## config.mk

```make
export PLATFORM = sky130hd
export DESIGN_NAME = lf_pg_stage
export DESIGN_NICKNAME = d
export VERILOG_FILES = /design/src/rtl/lf_pg_stage.sv
export SDC_FILE = /design/constraint.sdc
export NUM_CORES = 1
export LEC_CHECK = 0
export CORE_UTILIZATION = 30
export CTS_CLUSTER_DIAMETER = 120
export DETAILED_ROUTE_END_ITERATION = 6
export PLACE_DENSITY = 0.61
export SYNTH_ARGS = -nofsm -noshare
export SYNTH_HDL_FRONTEND = slang
export SYNTH_SLANG_ARGS = --single-unit
export TNS_END_PERCENT = 30
```

## constraint.sdc

```tcl
create_clock -name clk -period 7.2 [get_ports clk]
set_input_delay 0.72 -clock clk [delete_from_list [all_inputs] [get_ports clk]]
set_output_delay 0.72 -clock clk [all_outputs]
set_load 0.01 [all_outputs]
```

## src/rtl/lf_pg_stage.sv

```systemverilog
// Operand-entry stage of the Ladner-Fischer adder: bitwise propagate/generate with cin
// folded into bit 0, behind a 2-entry skid buffer (main M drives outputs, skid S absorbs stalls).

module lf_pg_cell (
    input  logic a,
    input  logic b,
    output logic p,
    output logic g
);
    assign p = a ^ b;
    assign g = a & b;
endmodule

module lf_pg_stage #(
    parameter int WIDTH = 32
) (
    input  logic             clk,
    input  logic             rst,
    input  logic             in_valid,
    output logic             in_ready,
    input  logic [WIDTH-1:0] a,
    input  logic [WIDTH-1:0] b,
    input  logic             cin,
    output logic             out_valid,
    input  logic             out_ready,
    output logic [WIDTH-1:0] p_list,
    output logic [WIDTH-1:0] g_list,
    output logic [WIDTH-1:0] p_sum,
    output logic             cin_out
);
    if (((WIDTH % 2) != 0) || (WIDTH < 4)) begin : g_width_chk
        $error("lf_pg_stage: WIDTH must be even and >= 4");
    end

    typedef struct packed {
        logic [WIDTH-1:0] p_list;
        logic [WIDTH-1:0] g_list;
        logic [WIDTH-1:0] p_sum;
        logic             cin;
    } pg_word_t;

    logic [WIDTH-1:0] p, g;
    pg_word_t         w_in;

    for (genvar i = 0; i < WIDTH; i++) begin : g_lane
        lf_pg_cell u_cell (.a(a[i]), .b(b[i]), .p(p[i]), .g(g[i]));
    end

    // cin enters the tree as an extra generate at bit 0
    always_comb begin
        w_in        = '0;
        w_in.p_list = p;
        w_in.g_list = {g[WIDTH-1:1], g[0] | (p[0] & cin)};
        w_in.p_sum  = p;
        w_in.cin    = cin;
    end

    pg_word_t m_q, s_q, m_d, s_d;
    logic     m_full, s_full, m_full_d, s_full_d;
    logic     in_fire, out_fire;

    assign in_fire  = in_valid & in_ready;
    assign out_fire = m_full & out_ready;

    always_comb begin
        m_d      = m_q;
        s_d      = s_q;
        m_full_d = m_full;
        s_full_d = s_full;
        if (!m_full || out_fire) begin
            if (s_full) begin
                m_d      = s_q;
                m_full_d = 1'b1;
                if (in_fire) s_d = w_in;
                else         s_full_d = 1'b0;
            end else if (in_fire) begin
                m_d      = w_in;
                m_full_d = 1'b1;
            end else begin
                m_full_d = 1'b0;
            end
        end else if (in_fire) begin
            // M is stalled; in_ready guarantees S is free here
            s_d      = w_in;
            s_full_d = 1'b1;
        end
    end

    always_ff @(posedge clk or posedge rst) begin
        if (rst) begin
            m_q      <= '0;
            s_q      <= '0;
            m_full   <= 1'b0;
            s_full   <= 1'b0;
            in_ready <= 1'b1;
        end else begin
            m_q      <= m_d;
            s_q      <= s_d;
            m_full   <= m_full_d;
            s_full   <= s_full_d;
            in_ready <= !s_full_d;
        end
    end

    assign out_valid = m_full;
    assign p_list    = m_q.p_list;
    assign g_list    = m_q.g_list;
    assign p_sum     = m_q.p_sum;
    assign cin_out   = m_q.cin;
endmodule

```

# Word level (Yosys, flattened, before mapping)
# Cells that the tools add are included.
[totals] register_bits=197 latch_bits=0 ram_bits=0 romBits=0 inputBits=69 out_inout_bits=99 wordCells=95 memories=0
[op_classes] addsub=0 mul=0 n_div=0 n_lt_le_gt_ge=0 eq_ne=1 n_shift=0 mux=10 bitwise=68 n_reduce_logical=5
[op_table] operator="2-to-1 mux 97 bit" count=5
[op_table] operator="bitwise AND 1 bit" count=35
[op_table] operator="bitwise XOR 1 bit" count=32
[op_table] operator="2-to-1 mux 1 bit" count=5
[op_table] operator="logical NOT 1 bit" count=2
[op_table] operator="!= test 2 bit, second input constant" count=1
[op_table] operator="AND reduction 2 bit" count=1
[op_table] operator="nonzero test 2 bit" count=1
[op_table] operator="logical OR 1 bit" count=1
[op_table] operator="bitwise OR 1 bit" count=1

# Logic depth before layout (Yosys ltp)
# Gate-level depths: netlist of the first run.
[depth] ltp_word=6 depth_mapped=5

# By module
# Synthesis of the first run repeated with hierarchy kept, for this count alone.
[hier_totals] hier_cells=423 area_unflattened_um2=6386.1
[by_module_without_submodules] module="lf_pg_stage" n_inst=1 cells_per_inst=391 area_each_um2=5985.7 seq_area_each_um2=3329.4
[by_module_without_submodules] module="lf_pg_cell" n_inst=32 cells_per_inst=1 area_each_um2=12.5 seq_area_each_um2=0.0

# Worst setup path before layout of the first run
# No wires, ideal clock.
[synth_timing] kind="input-to-reg" start="in a[0]" end="reg m_q (netlist bit g_list[0])" setup_ps=125 arrival_time_ps=1701 setup_slack_ps=5375 stages=4 n_path_buf=0 cell_sequence="ha_1 > a21o_1 > mux2_1 > mux2_2"
[synth_via] elab_chain_len=5
[synth_rtl] item="from (decl)" line_no="21" text="input logic [WIDTH-1:0] a,"
[synth_rtl] item="bitwise XOR 1 bit" line_no="10" text="assign p = a ^ b;"
[synth_rtl] item="bitwise AND 1 bit" line_no="53" text="w_in.g_list = {g[WIDTH-1:1], g[0] | (p[0] & cin)};"
[synth_rtl] item="bitwise OR 1 bit (*)" line_no="53"
[synth_rtl] item="2-to-1 mux 97 bit (*)" line_no="76" text="end else if (in_fire) begin"
[synth_rtl] item="2-to-1 mux 97 bit (*)" line_no="71" text="if (s_full) begin"
[synth_rtl] item="to (signal assigned)" line_no="97" text="m_q <= m_d;"
[synth_rtl] item="to (decl)" line_no="58" text="pg_word_t m_q, s_q, m_d, s_d;"
# Every way passes the cells marked *; elsewhere a longest branch is shown, timed or not. The select of a mux whose other input is x is not followed.
# A chain may end at the register's enable or synchronous reset.

# Worst setup path in the final report of the first run
[layout_timing] start="in in_valid" end="reg m_q (netlist bit p_list[9])"
[layout_via] elab_chain_len=3
[layout_rtl] item="from (decl)" line_no="19" text="input logic in_valid,"
[layout_rtl] item="bitwise AND 1 bit" line_no="62" text="assign in_fire = in_valid & in_ready;"
[layout_rtl] item="nonzero test 2 bit (no source line)"
[layout_rtl] item="AND reduction 2 bit (no source line)"
# No other way between the ends.

==> flow_summary_export.csv, run 1 <==
group,metric,value,unit
status,status,"completed",
sta,fin_tns_setup,0,ns
route,avgRoutedWirePerCell,14.96,um
cts,cts_setup_buffers,0,
worst_setup_path,crit_arrival,3.22,ns
sta,final_max_slew_viol_count,0,
floorplanning,core.rowCount,53,
worst_setup_path,worstSetupStartpointType,"primary input",
pwr,p_per_area,439.7,nW/um^2
grt,grt_pass1_vias,4026,
sta,fin_ws,4.267,ns
floorplanning,io_pins,168,
worst_setup_path,cp_max_fo,34,
layout,multiInputGateArea,2670,um^2
route,drtAntennaViolNets,0,
place,dp_slack,3.724,ns
sta,fin_crit_sh,40.74,%
layout,fill_cells,1970,
sta,worstMarginPinSlew,1.034,ns
grt,grt_pass1_wl,20690,um
layout,num-nets-final,661,
layout,drive_gt1_share,23.04,%
synthesis,seq_area_frac_synth,51.99,%
grt,track_usage,12.24,%
cts,cts_buffer_depth,2,
sta,fin_skew,0.005168,ns
synthesis,synth_area,6404,um^2
worst_setup_path,path_class,"in2reg",
cts,cts_made_buffers,17,
run,drv_cap,0,
synthesis,synth_cell_types,17,
grt,grt_antenna_before_repair,0,
sta,setup_viol,0,
route,viasPerCell,4.440,
pwr,finalPower,0.003808,W
grt,overflow,0,
pwr,combinationalPowerShare,42.3,%
place,place_hpwl,8252,um
worst_setup_path,critPathRequiredTime,7.49,ns
synthesis,synthArstFlopShare,100.0,%
sta,max-slew-margin-rel,30.91,%
hold_path,hp-class,"reg2reg",
route,drt_wl_total,12680,um
cts,htree_levels,4,
layout,layout_common_cells,"clkdlybuf4s50_1 (167), dfrtp_1 (131), mux2_1 (104), mux2_2 (91), ha_1 (32)",
route,drc,0,
cts,cts.reportedPaths.clkPinSlew,0.06,ns
sta,rsz0062_at_grt,"no",
pwr,p_clk_share,22.8,%
synthesis,synth-edff-count,0,
pwr,p_leak,3.747,nW
synthesis,yosysWarnings,0,
sta,fmax,340.9,MHz
layout,syn2layout_area_growth,35.25,%
cts,cts_tree,"yes",
floorplanning,coreArea,20960,um^2
layout,layout_commonest_cell,"clkdlybuf4s50_1",
route,drtPass1Iterations,4,
pwr,p_switching,0.001156,W
route,top_layer_used,"met4",
sta,timing.final.hold_violations,0,
route,drt-met1-wl,6008,um
route,vias,3765,
synthesis,synth-seq-cells,133,
route,wl_met2,5916,um
place,gp_congestion,0.6962,
floorplanning,start_util,30.56,%
route,met3_length,646,um
route,drt_iter0_markers,68,
cts,clockRootBuffer,"clkbuf_16",
synthesis,synth_fp_nets,524,
layout,antennaDiodeCount,0,
synthesis,syn_avg_cell_area,15.14,um^2
floorplanning,die_w,148.1,um
cts,cts_sinks,133,
cts,clock_latency,0.40,ns
place,portBuffers,167,
pwr,switching_share,30.36,%
synthesis,postSynthCellCount,423,
grt,grt_max_degree,78,
synthesis,synthFlopType,"dfrtp_1",
pwr,power_frac_seq,34.9,%
sta,final.min_clock_period,2.933,ns
floorplanning,dieArea,21930,um^2
cts,post_cts_resize_count,0,
pwr,ir_drop,434.6,uV
pwr,p_int,0.002652,W
worst_setup_path,cp-end-kind,"flip-flop",
cts,hold_buffers,0,
floorplanning,die-height,148.1,um
layout,ff_latch_area,3331,um^2
[layer usage]
| metal | vias to the layer above | track usage, % |
|---|---|---|
| met1 | 1902 | 16.20 |
| li1 | 1756 | - |
| met4 | 0 | 4.330 |
| met2 | 102 | 19.23 |
| met5 | - | 0 |
| met3 | 5 | 3.313 |
[cell type report]
cell class / instances / share of cell area, %
clock buffer: 22 / 5.591
inverter: 1 / 0.1011
clock inverter: 10 / 1.401
tap: 275 / 3.973
timing repair buffer: 171 / 19.65
multi-input combinational: 236 / 30.83
sequential: 133 / 38.46
[flip-flops by register name (all words and copies together), names as in the netlist]
name	cells
s_q	65
g_list	32
p_list	32
cin_out	1
in_ready	1
out_valid	1
s_full	1
[worst max-delay path, stage by stage]
cell and delay (ns):
clkdlybuf4s50_1 0.53, a21oi_1 0.14, nor2_4 0.81, buf_4 0.60, mux2_2 0.39
[path summary, 6_finish.rpt]
| check | from | to | slack, ns | cells past startpoint |
|---|---|---|---|---|
| setup / recovery | in_valid | p_list[9]$_DFFE_PP0P_ | 4.27 | 5 |
| hold / removal | s_q[65]$_DFFE_PP0P_ | s_q[65]$_DFFE_PP0P_ | 0.49 | 1 |
| setup reg to reg | in_ready$_DFF_PP1_ | p_list[9]$_DFFE_PP0P_ | 4.56 | 4 |
| hold reg to reg | s_q[65]$_DFFE_PP0P_ | s_q[65]$_DFFE_PP0P_ | 0.49 | 1 |
| max in group asynchronous | rst | s_full$_DFF_PP0_ | 5.02 | 3 |
| min in group asynchronous | rst | p_list[7]$_DFFE_PP0P_ | 0.74 | 2 |
[Yosys cell counts (all sizes together), types with 2 or more instances]
cell	count	area, um^2
dfrtp	132	3303
mux2	195	2196
ha	32	400.4
nand2	2	7.510
buf	53	416.7
[power by group through the flow]
stage	sequential [W]	clock (W)	combinational [W]
after floorplan	0.00137	0	0.00101
after global placement	0.00133	0	0.00161
after detailed placement	0.00135	0	0.00164
after CTS	0.00134	0.000903	0.00165
after global routing	0.00138	0.000934	0.00174
final	0.00133	0.000868	0.00161
[logic make-up after synthesis]
kind of cell    synth area share [%]
compound gates                0.3907
fa+ha+maj                      6.252
buf+inv                        6.565
flops                          51.99
mux                            34.29
simple gates                  0.5081
[metrics by stage]
step	cell area [um^2]	hold WS, ns	cells	utilization (%)
floorplan	6404	0.4585	423	-
global placement	8055	0.4673	816	38.44
finish	8661	0.4871	848	41.33
global route	8661	0.5011	848	41.33
CTS	8661	0.4917	848	41.33
detailed placement	8055	0.4774	816	38.44
(Power assumes the default switching activity.)
==> run 2: changes to the inputs <==
--- a/config.mk
+++ b/config.mk
@@ -8,7 +8,7 @@
 export CORE_UTILIZATION = 30
 export CTS_CLUSTER_DIAMETER = 120
 export DETAILED_ROUTE_END_ITERATION = 6
-export PLACE_DENSITY = 0.61
+export PLACE_DENSITY = 0.63
 export SYNTH_ARGS = -nofsm -noshare
 export SYNTH_HDL_FRONTEND = slang
 export SYNTH_SLANG_ARGS = --single-unit
==> constraint.sdc (replaced) <==
create_clock -name clk -period 2.6 [get_ports clk]
set_input_delay 0.26 -clock clk [delete_from_list [all_inputs] [get_ports clk]]
set_output_delay 0.26 -clock clk [all_outputs]
set_load 0.01 [all_outputs]
==> run 2 against run 1 <==
Critical path depth shrank 1. Global-route usage is essentially flat. Combinational power grew to 2.7 times the previous value. Largest power group unchanged. Final area grew 0.39%. First-iteration DRC count grew 2.9%. Core utilization grew 0.16 points. Setup slack lost 3.6 ns. Clock skew grew 0.00088 ns. Wire length shrank 0.18%. Total power grew to 2.8 times the previous value.
==> flow_summary_export.csv, run 2 (synthesized netlist as in run 1, its figures left out) <==
group,metric,value,unit
worst_setup_path,max_stage_delay,0.73,ns
worst_setup_path,critPathRequiredTime,2.89,ns
worst_setup_path,worstSetupStartpointType,"flip-flop",
worst_setup_path,crit_arrival,2.25,ns
sta,fin_crit_sh,75.68,%
worst_setup_path,startpoint,"s_full$_DFF_PP0_",
cts,clockRootBuffer,"clkbuf_16",
floorplanning,die_w,148.1,um
grt,grt_pass1_vias,4020,
pwr,p_switching,0.003141,W
layout,layout_common_cells,"clkdlybuf4s50_1 (167), dfrtp_1 (131), mux2_1 (104), mux2_2 (91), ha_1 (32)",
sta,fin_ws,0.6324,ns
pwr,combinationalPowerShare,41.7,%
route,drt_iter0_markers,70,
cts,cts_buffer_depth,2,
layout,layout_commonest_cell,"clkdlybuf4s50_1",
route,drc,0,
pwr,p_per_area,1216,nW/um^2
cts,cts_made_buffers,17,
place,gp_congestion,0.6844,
place,portBuffers,167,
pwr,switching_share,29.71,%
grt,track_usage,12.23,%
floorplanning,die-height,148.1,um
floorplanning,start_util,30.56,%
sta,rsz0062_at_grt,"no",
place,dp_cells,816,
cts,cts_sinks,133,
pwr,ir_drop,522.1,uV
cts,htree_levels,4,
cts,hold_buffers,0,
pwr,p_leak,3.765,nW
floorplanning,core.rowCount,53,
layout,num-nets-final,661,
worst_setup_path,cp_max_fo,65,
floorplanning,dieArea,21930,um^2
worst_setup_path,rrSetupSlack,0.63,ns
sta,final.min_clock_period,1.968,ns
route,drt_wl_total,12660,um
run,drv_cap,0,
cts,clock_latency,0.40,ns
sta,fmax,508.2,MHz
sta,fin_skew,0.006045,ns
worst_setup_path,worstPathCellList,"a21oi_1 > nor2_4 > buf_12 > mux2_2",
worst_setup_path,cp-end-kind,"flip-flop",
layout,largest_register_ffs,65,
sta,max-slew-margin-rel,52.10,%
route,drtAntennaViolNets,0,
status,status,"completed",
cts,cts_tree,"yes",
layout,regMostFlops,"s_q",
worst_setup_path,cpMaxStageDelayCell,"dfrtp_4",
grt,grt_max_degree,134,
cts,post_cts_resize_count,0,
route,vias,3753,
layout,antennaDiodeCount,0,
place,place_hpwl,8095,um
worst_setup_path,crit_end,"p_list[22]$_DFFE_PP0P_",
pwr,p_int,0.007430,W
grt,grt_pass1_wl,20800,um
route,viasPerCell,4.436,
layout,finalNonFillerCells,846,
worst_setup_path,path_class,"reg2reg",
grt,grt_antenna_before_repair,0,
sta,setup_viol,0,
worst_setup_path,r2r_end,"p_list[22]$_DFFE_PP0P_",
sta,fin_tns_setup,0,ns
layout,drive_gt1_share,22.24,%
sta,worstMarginPinSlew,0.7185,ns
route,drtPass1Iterations,4,
worst_setup_path,reg2reg_depth,4,
floorplanning,io_pins,168,
worst_setup_path,timing.rr.start,"s_full$_DFF_PP0_",
layout,fin_util,41.49,%
layout,syn2layout_area_growth,35.78,%
route,avgRoutedWirePerCell,14.96,um
grt,overflow,0,
floorplanning,coreArea,20960,um^2
cts,cts_setup_buffers,0,
sta,timing.final.hold_violations,0,
place,dp_slack,0.5937,ns
hold_path,hp-class,"in2async",
cts,cts.reportedPaths.clkPinSlew,0.06,ns
pwr,power_frac_seq,35.9,%
pwr,p_clk_share,22.5,%
sta,final_max_slew_viol_count,0,
## run 2: cell count changes in the layout (fill, tap and decap cells not counted), sizes merged
| cell | change |
|---|---|
| clkinv | -2 |
| inv | -2 |
| clkinvlp | -3 |
| clkbuf | +5 |
## run 2: layout make-up
class,count,area (um^2)
fillers,1951,12260
flip-flops and latches,133,3333
multi-input cells,236,2670
repair buffers,171,1752
clock buffers,27,523.0
well taps,275,344.1
clock inverters,3,65.06
inverters,1,7.507
## run 2: how the worst min path moves through the flow
stage                                    from               endpoint  slack [ns]  depth (start not counted)
after floorplan                           cin     s_q[0]$_DFFE_PP0P_        0.39                          1
after global placement    s_q[73]$_DFFE_PP0P_    s_q[73]$_DFFE_PP0P_        0.47                          1
after detailed placement  s_q[34]$_DFFE_PP0P_    s_q[34]$_DFFE_PP0P_        0.48                          1
after CTS                                 rst  out_valid$_DFFE_PP0N_        0.45                          3
after global routing                      rst  out_valid$_DFFE_PP0N_        0.48                          3
final                                     rst  out_valid$_DFFE_PP0N_        0.41                          3
## run 2: critical path: cells and delay by family (launching register included)
family                 cells  cell delay [ns]
muxes                      1             0.38
and+or+nand+nor            1             0.16
DFF                        1             0.73
buffers and inverters      1             0.34
AOI/OAI and AO/OA          1             0.17
## run 2: power by group through the flow
stage | Clock, W | Sequential [W] | Combinational [W]
6_report | 0.00238 | 0.00379 | 0.00440
5_1_grt | 0.00254 | 0.00396 | 0.00475
4_1_cts | 0.00246 | 0.00383 | 0.00450
3_5_place_dp | 0 | 0.00384 | 0.00448
3_3_place_gp | 0 | 0.00380 | 0.00440
2_1_floorplan | 0 | 0.00379 | 0.00280
## run 2: per-stage QoR
stage | total power [W] | cell area (um^2) | hold slack (ns)
floorplan | 0.006593 | 6407 | 0.3917
global placement | 0.008200 | 8107 | 0.4677
detailed placement | 0.008328 | 8107 | 0.4769
CTS | 0.01079 | 8695 | 0.4549
global route | 0.01125 | 8695 | 0.4826
finish | 0.01057 | 8695 | 0.4117
## run 2: metal layers
metal / global-route usage (%) / part of all wire, % / up-vias
met1: 15.14 / 45 / 1889
met5: 0 / 0 / -
li1: - / - / 1758
met4: 3.557 / 0.85 / 0
met3: 3.558 / 4.9 / 8
met2: 20.61 / 49 / 98
==> run 3: changes to the inputs <==
--- a/config.mk
+++ b/config.mk
@@ -8,7 +8,7 @@
 export CORE_UTILIZATION = 30
 export CTS_CLUSTER_DIAMETER = 120
 export DETAILED_ROUTE_END_ITERATION = 6
-export PLACE_DENSITY = 0.63
+export PLACE_DENSITY = 0.61
 export SYNTH_ARGS = -nofsm -noshare
 export SYNTH_HDL_FRONTEND = slang
 export SYNTH_SLANG_ARGS = --single-unit
==> constraint.sdc (replaced) <==
create_clock -name clk -period 1.91 [get_ports clk]
set_input_delay 0.191 -clock clk [delete_from_list [all_inputs] [get_ports clk]]
set_output_delay 0.191 -clock clk [all_outputs]
set_load 0.01 [all_outputs]
==> run 3 against run 2 <==
Cell count grew 1.5%. Sequential power grew 33%. Worst hold slack lost 0.26 ns. Global-route usage grew 0.75 points. Critical path depth shrank 3. Clock-buffer cell count shrank 5. Setup slack lost 0.45 ns.
==> flow_summary_export.csv, run 3 (synthesized netlist as in run 1, its figures left out) <==
group,metric,value,unit
layout,num-nets-final,672,
floorplanning,die-height,148.1,um
cts,clock_latency,0.41,ns
worst_setup_path,startpoint,"in_ready$_DFF_PP1_",
sta,timing.final.hold_violations,0,
worst_setup_path,rrSetupSlack,0.28,ns
pwr,finalPower,0.01470,W
worst_setup_path,cpMaxStageDelayCell,"dfstp_2",
route,avgRoutedWirePerCell,15.27,um
sta,worstMarginPinSlew,0.4589,ns
worst_setup_path,cp_num_buf_inv,1,
pwr,p_leak,3.844,nW
cts,cts_made_buffers,17,
hold_path,hp-class,"in2async",
worst_setup_path,worstSetupStartpointType,"flip-flop",
sta,fin_tns_setup,0,ns
place,place_hpwl,9190,um
layout,regMostFlops,"s_q",
cts,post_cts_resize_count,0,
layout,layout_commonest_cell,"clkdlybuf4s50_1",
cts,htree_levels,4,
run,drv_cap,0,
worst_setup_path,path_class,"reg2out",
layout,syn2layout_area_growth,38.34,%
worst_setup_path,crit_family,"flip-flops",
route,drtPass1Iterations,4,
sta,final_max_slew_viol_count,0,
floorplanning,io_pins,168,
grt,grt_pass1_vias,4361,
route,drc,0,
worst_setup_path,max_stage_delay,0.56,ns
route,viasPerCell,4.492,
worst_setup_path,timing.rr.start,"in_ready$_DFF_PP1_",
grt,grt_max_degree,47,
pwr,p_clk_share,23.1,%
pwr,combinationalPowerShare,42.7,%
cts,cts_tree,"yes",
pwr,p_int,0.01029,W
sta,rsz0062_at_grt,"no",
sta,max-slew-margin-rel,69.34,%
route,drt_wl_total,13120,um
grt,track_usage,12.98,%
route,vias,3859,
pwr,power_frac_seq,34.2,%
place,gp_congestion,0.6647,
worst_setup_path,crit_arrival,1.54,ns
layout,fin_util,42.27,%
pwr,ir_drop,802.4,uV
worst_setup_path,cp-end-kind,"output pin",
status,status,"completed",
sta,fin_crit_sh,90.41,%
grt,overflow,0,
pwr,p_per_area,1659,nW/um^2
sta,setup_viol,0,
worst_setup_path,crit_end,"in_ready",
floorplanning,start_util,30.56,%
floorplanning,core.rowCount,53,
layout,antennaDiodeCount,0,
cts,cts_buffer_depth,2,
floorplanning,dieArea,21930,um^2
layout,layout_common_cells,"clkdlybuf4s50_1 (167), dfrtp_1 (131), mux2_1 (104), mux2_2 (91), ha_1 (32)",
sta,fin_skew,0.007811,ns
grt,grt_pass1_wl,22140,um
cts,cts.reportedPaths.clkPinSlew,0.06,ns
floorplanning,coreArea,20960,um^2
floorplanning,die_w,148.1,um
pwr,switching_share,29.97,%
layout,drive_gt1_share,24.32,%
sta,final.min_clock_period,1.727,ns
layout,largest_register_ffs,65,
worst_setup_path,cp.depth,1,
sta,hold-worst-slack,0.1506,ns
route,drtAntennaViolNets,0,
worst_setup_path,r2r_end,"cin_out$_DFFE_PP0P_",
cts,cts_setup_buffers,0,
worst_setup_path,reg2reg_depth,4,
grt,grt_antenna_before_repair,0,
sta,fmax,579.1,MHz
pwr,p_switching,0.004404,W
worst_setup_path,critPathRequiredTime,1.72,ns
cts,cts_sinks,133,
worst_setup_path,worstPathCellList,"clkdlybuf4s50_1",
cts,clockRootBuffer,"clkbuf_16",
worst_setup_path,cp_max_fo,3,
cts,hold_buffers,0,
place,portBuffers,167,
route,drt_iter0_markers,110,
## run 3: worst min-delay path by stage
| stage | startpoint | endpoint | slack [ns] | cells after the start |
|---|---|---|---|---|
| after floorplan | cin | s_q[0]$_DFFE_PP0P_ | 0.32 | 1 |
| after global placement | s_q[71]$_DFFE_PP0P_ | s_q[71]$_DFFE_PP0P_ | 0.47 | 1 |
| after detailed placement | s_q[83]$_DFFE_PP0P_ | s_q[83]$_DFFE_PP0P_ | 0.48 | 1 |
| after CTS | rst | p_list[12]$_DFFE_PP0P_ | 0.14 | 2 |
| after global routing | rst | p_list[9]$_DFFE_PP0P_ | 0.16 | 2 |
| final | rst | p_list[12]$_DFFE_PP0P_ | 0.15 | 2 |
## run 3: layout make-up
cell class | instances | area [um^2]
tap | 275 | 344.1
clock buffer | 22 | 474.2
multi-input combinational | 236 | 2670
sequential | 133 | 3333
clock inverter | 10 | 145.1
fill | 1952 | 12100
timing repair buffer | 182 | 1884
inverter | 1 | 7.507
## run 3: layer usage
layer  up-vias  part of all wire, %  track usage, %
li1       1778                    -               -
met1      1964                   43           14.92
met2       110                   51           22.98
met3         7                  5.1           3.712
met4         0                 0.73           4.485
met5         -                    0               0
## run 3: power by group through the flow
stage,Clock [W],Sequential [W],Combinational (W)
after floorplan,0,0.00516,0.00382
after global placement,0,0.00501,0.00629
after detailed placement,0,0.00510,0.00641
after CTS,0.00350,0.00507,0.00644
after global routing,0.00363,0.00524,0.00680
final,0.00339,0.00503,0.00628
## run 3: worst reg2reg max path: cells and delay by family, from the launching register on
family / cells / cell delay (ns)
flip-flops: 1 / 0.56
multiplexers: 1 / 0.42
buffers and inverters: 1 / 0.23
AND/OR/NAND/NOR: 1 / 0.18
AO/OA/AOI/OAI: 1 / 0.12
## run 3: per-stage QoR
stage / std cells / setup WS (ns) / cell area [um^2]
after floorplan: 423 / 0.06863 / 6407
final: 859 / 0.1831 / 8859
after global placement: 827 / 0.1352 / 8239
after global routing: 859 / 0.1246 / 8859
after detailed placement: 827 / 0.1098 / 8239
after CTS: 859 / 0.1381 / 8859
==> RTL edit, RTL diff (config.mk and constraints of run 2) <==
`WIDTH`: 32 -> 28.
--- a/src/rtl/lf_pg_stage.sv
+++ b/src/rtl/lf_pg_stage.sv
@@ -12,7 +12,7 @@
 endmodule
 
 module lf_pg_stage #(
-    parameter int WIDTH = 32
+    parameter int WIDTH = 28
 ) (
     input  logic             clk,
     input  logic             rst,
Interface: changed (5 resized); port bits go from 168 to 148. No check against the original RTL was run, so the function may have changed too.
==> RTL edit against run 2 <==
Area after synthesis fell by 8.5%. Non-clock buffer count fell by 20. Routed wire length fell by 9.3%. Clock power rose by 9.2%. Die area fell by 8.3%. Setup slack improved by 0.033 ns. Combinational power rose by 2%. Power fell by 1.2%. Sequential share of layout area fell by 1.9 points. Sequential cell count fell by 16. Cell area fell by 7.5%.
==> RTL edit: results (changes against run 2) <==
| Metric | Value |
|---|---|
| # diodes | 0 (unchanged) |
| HPWL after detailed placement | 7180 µm (-11%) |
| Setup Skew | 0.00693 ns (+0.000886 ns) |
| Via count of the first global-routing pass | 3629 (-9.7%) |
| Avg Inst Size Synth | 15.7 µm² (+3.8%) |
| Port bufs | 147 (-12%) |
| WHS | 0.396 ns (-0.0158 ns) |
| Avg WL per Cell | 15.0 µm (about the same) |
| Largest register FFs | 57 (-12%) |
| Layout Nets | 585 (-11%) |
| Global-route wire length before repair | 18800 µm (-9.6%) |
| Setup WS pre-CTS | 0.615 ns (+0.0215 ns) |
| Filler Cell Count | 1715 (-12%) |
| Internal power | 7.50 mW (+0.89%) |
| CP endpoint | g_list[26] |
| Mapped Nets | 462 (-12%) |
| Share of post-route cells with drive strength above 1 | 41.9% (+20 points) |
| Post-synth ARST share | 100% (unchanged) |
| Power Clock | 2.60 mW (+9.2%) |
| Placed Area | 0.00738 mm² (-8.9%) |
| GRT Total Usage | 12.2% (-0.060 points) |
| Largest cells by area after synthesis | dfrtp_1, mux2_2, mux2_4 |
| LEAKAGE | 3.57 nW (-5.1%) |
| Status | complete, no violations |
| Commonest cells in the netlist | dfrtp_1, mux2_2, mux2_4, buf_4, ha_1 |
| Met3 Routed Length | 641 µm (+4.1%) |
| Clk_lat worst skew | 0.40 ns (about the same) |
| Met1 Resource Use GR | 15.5% (+0.33 points) |
| Initial drt markers | 73 (+4.3%) |
| Met3 Track Usage GR | 4.25% (+0.69 points) |
| Post-layout minimum cycle time | 1.93 ns (-0.0334 ns) |
| Slew @ Worst Pin | 0.640 ns (-0.0787 ns) |
| Routed WL | 11500 µm (-9.3%) |
| CP Max Fanout | 57 (-12%) |
| M1 WL | 5290 µm (-7.1%) |
| RR Startpoint | s_full |
| Seq/Total Area, Yosys | 50.0% (-2.0 points) |
| Largest net degree at the start of global routing | 118 (-12%) |
| Worst r2r dst | g_list[26] |
| M2 GR Usage | 19.1% (-1.5 points) |
| Met2 wire length | 5400 µm (-13%) |
| Peak VDD IR | 1180 µV (+130%) |
| Detailed-route via count | 3342 (-11%) |
| Reg2reg setup slack | 0.67 ns (+0.03 ns) |
| Data arrival, critical path | 2.22 ns (-0.03 ns) |
| Inst Count DP | 737 (-9.7%) |
| Power Sequential | 3.38 mW (-11%) |
-- RTL edit: cell count changes in the layout (fill, tap and decap cells not counted), sizes merged --
cell           delta
clkinv            +4
dfrtp            -16
ha                -4
clkbuf            -6
mux2             -24
bufinv            +3
clkdlybuf4s50    -20
-- RTL edit: layout make-up --
type | count | area (µm²) | share of cell area (%)
clock buffer | 21 | 480 | 5.98
sequential | 117 | 2930 | 36.5
inverter | 1 | 7.51 | 0.0934
tap | 260 | 325 | 4.05
timing repair buffer | 151 | 1550 | 19.3
multi-input combinational | 208 | 2570 | 31.9
clock inverter | 10 | 175 | 2.18
-- RTL edit: logic make-up after synthesis --
family,after synthesis,share of synthesized area (%)
and+or+nand+nor,6,0.555
adders and majority gates,28,5.98
muxes,171,36.5
DFF,117,50.0
AOI/OAI and AO/OA,3,0.491
buffers and inverters,48,6.51
-- RTL edit: worst max-delay path: stages (launching register included) --
cell,delay [ns]
dfrtp_4,0.78
a21oi_2,0.10
nor2_4,0.15
buf_12,0.36
mux2_2,0.39
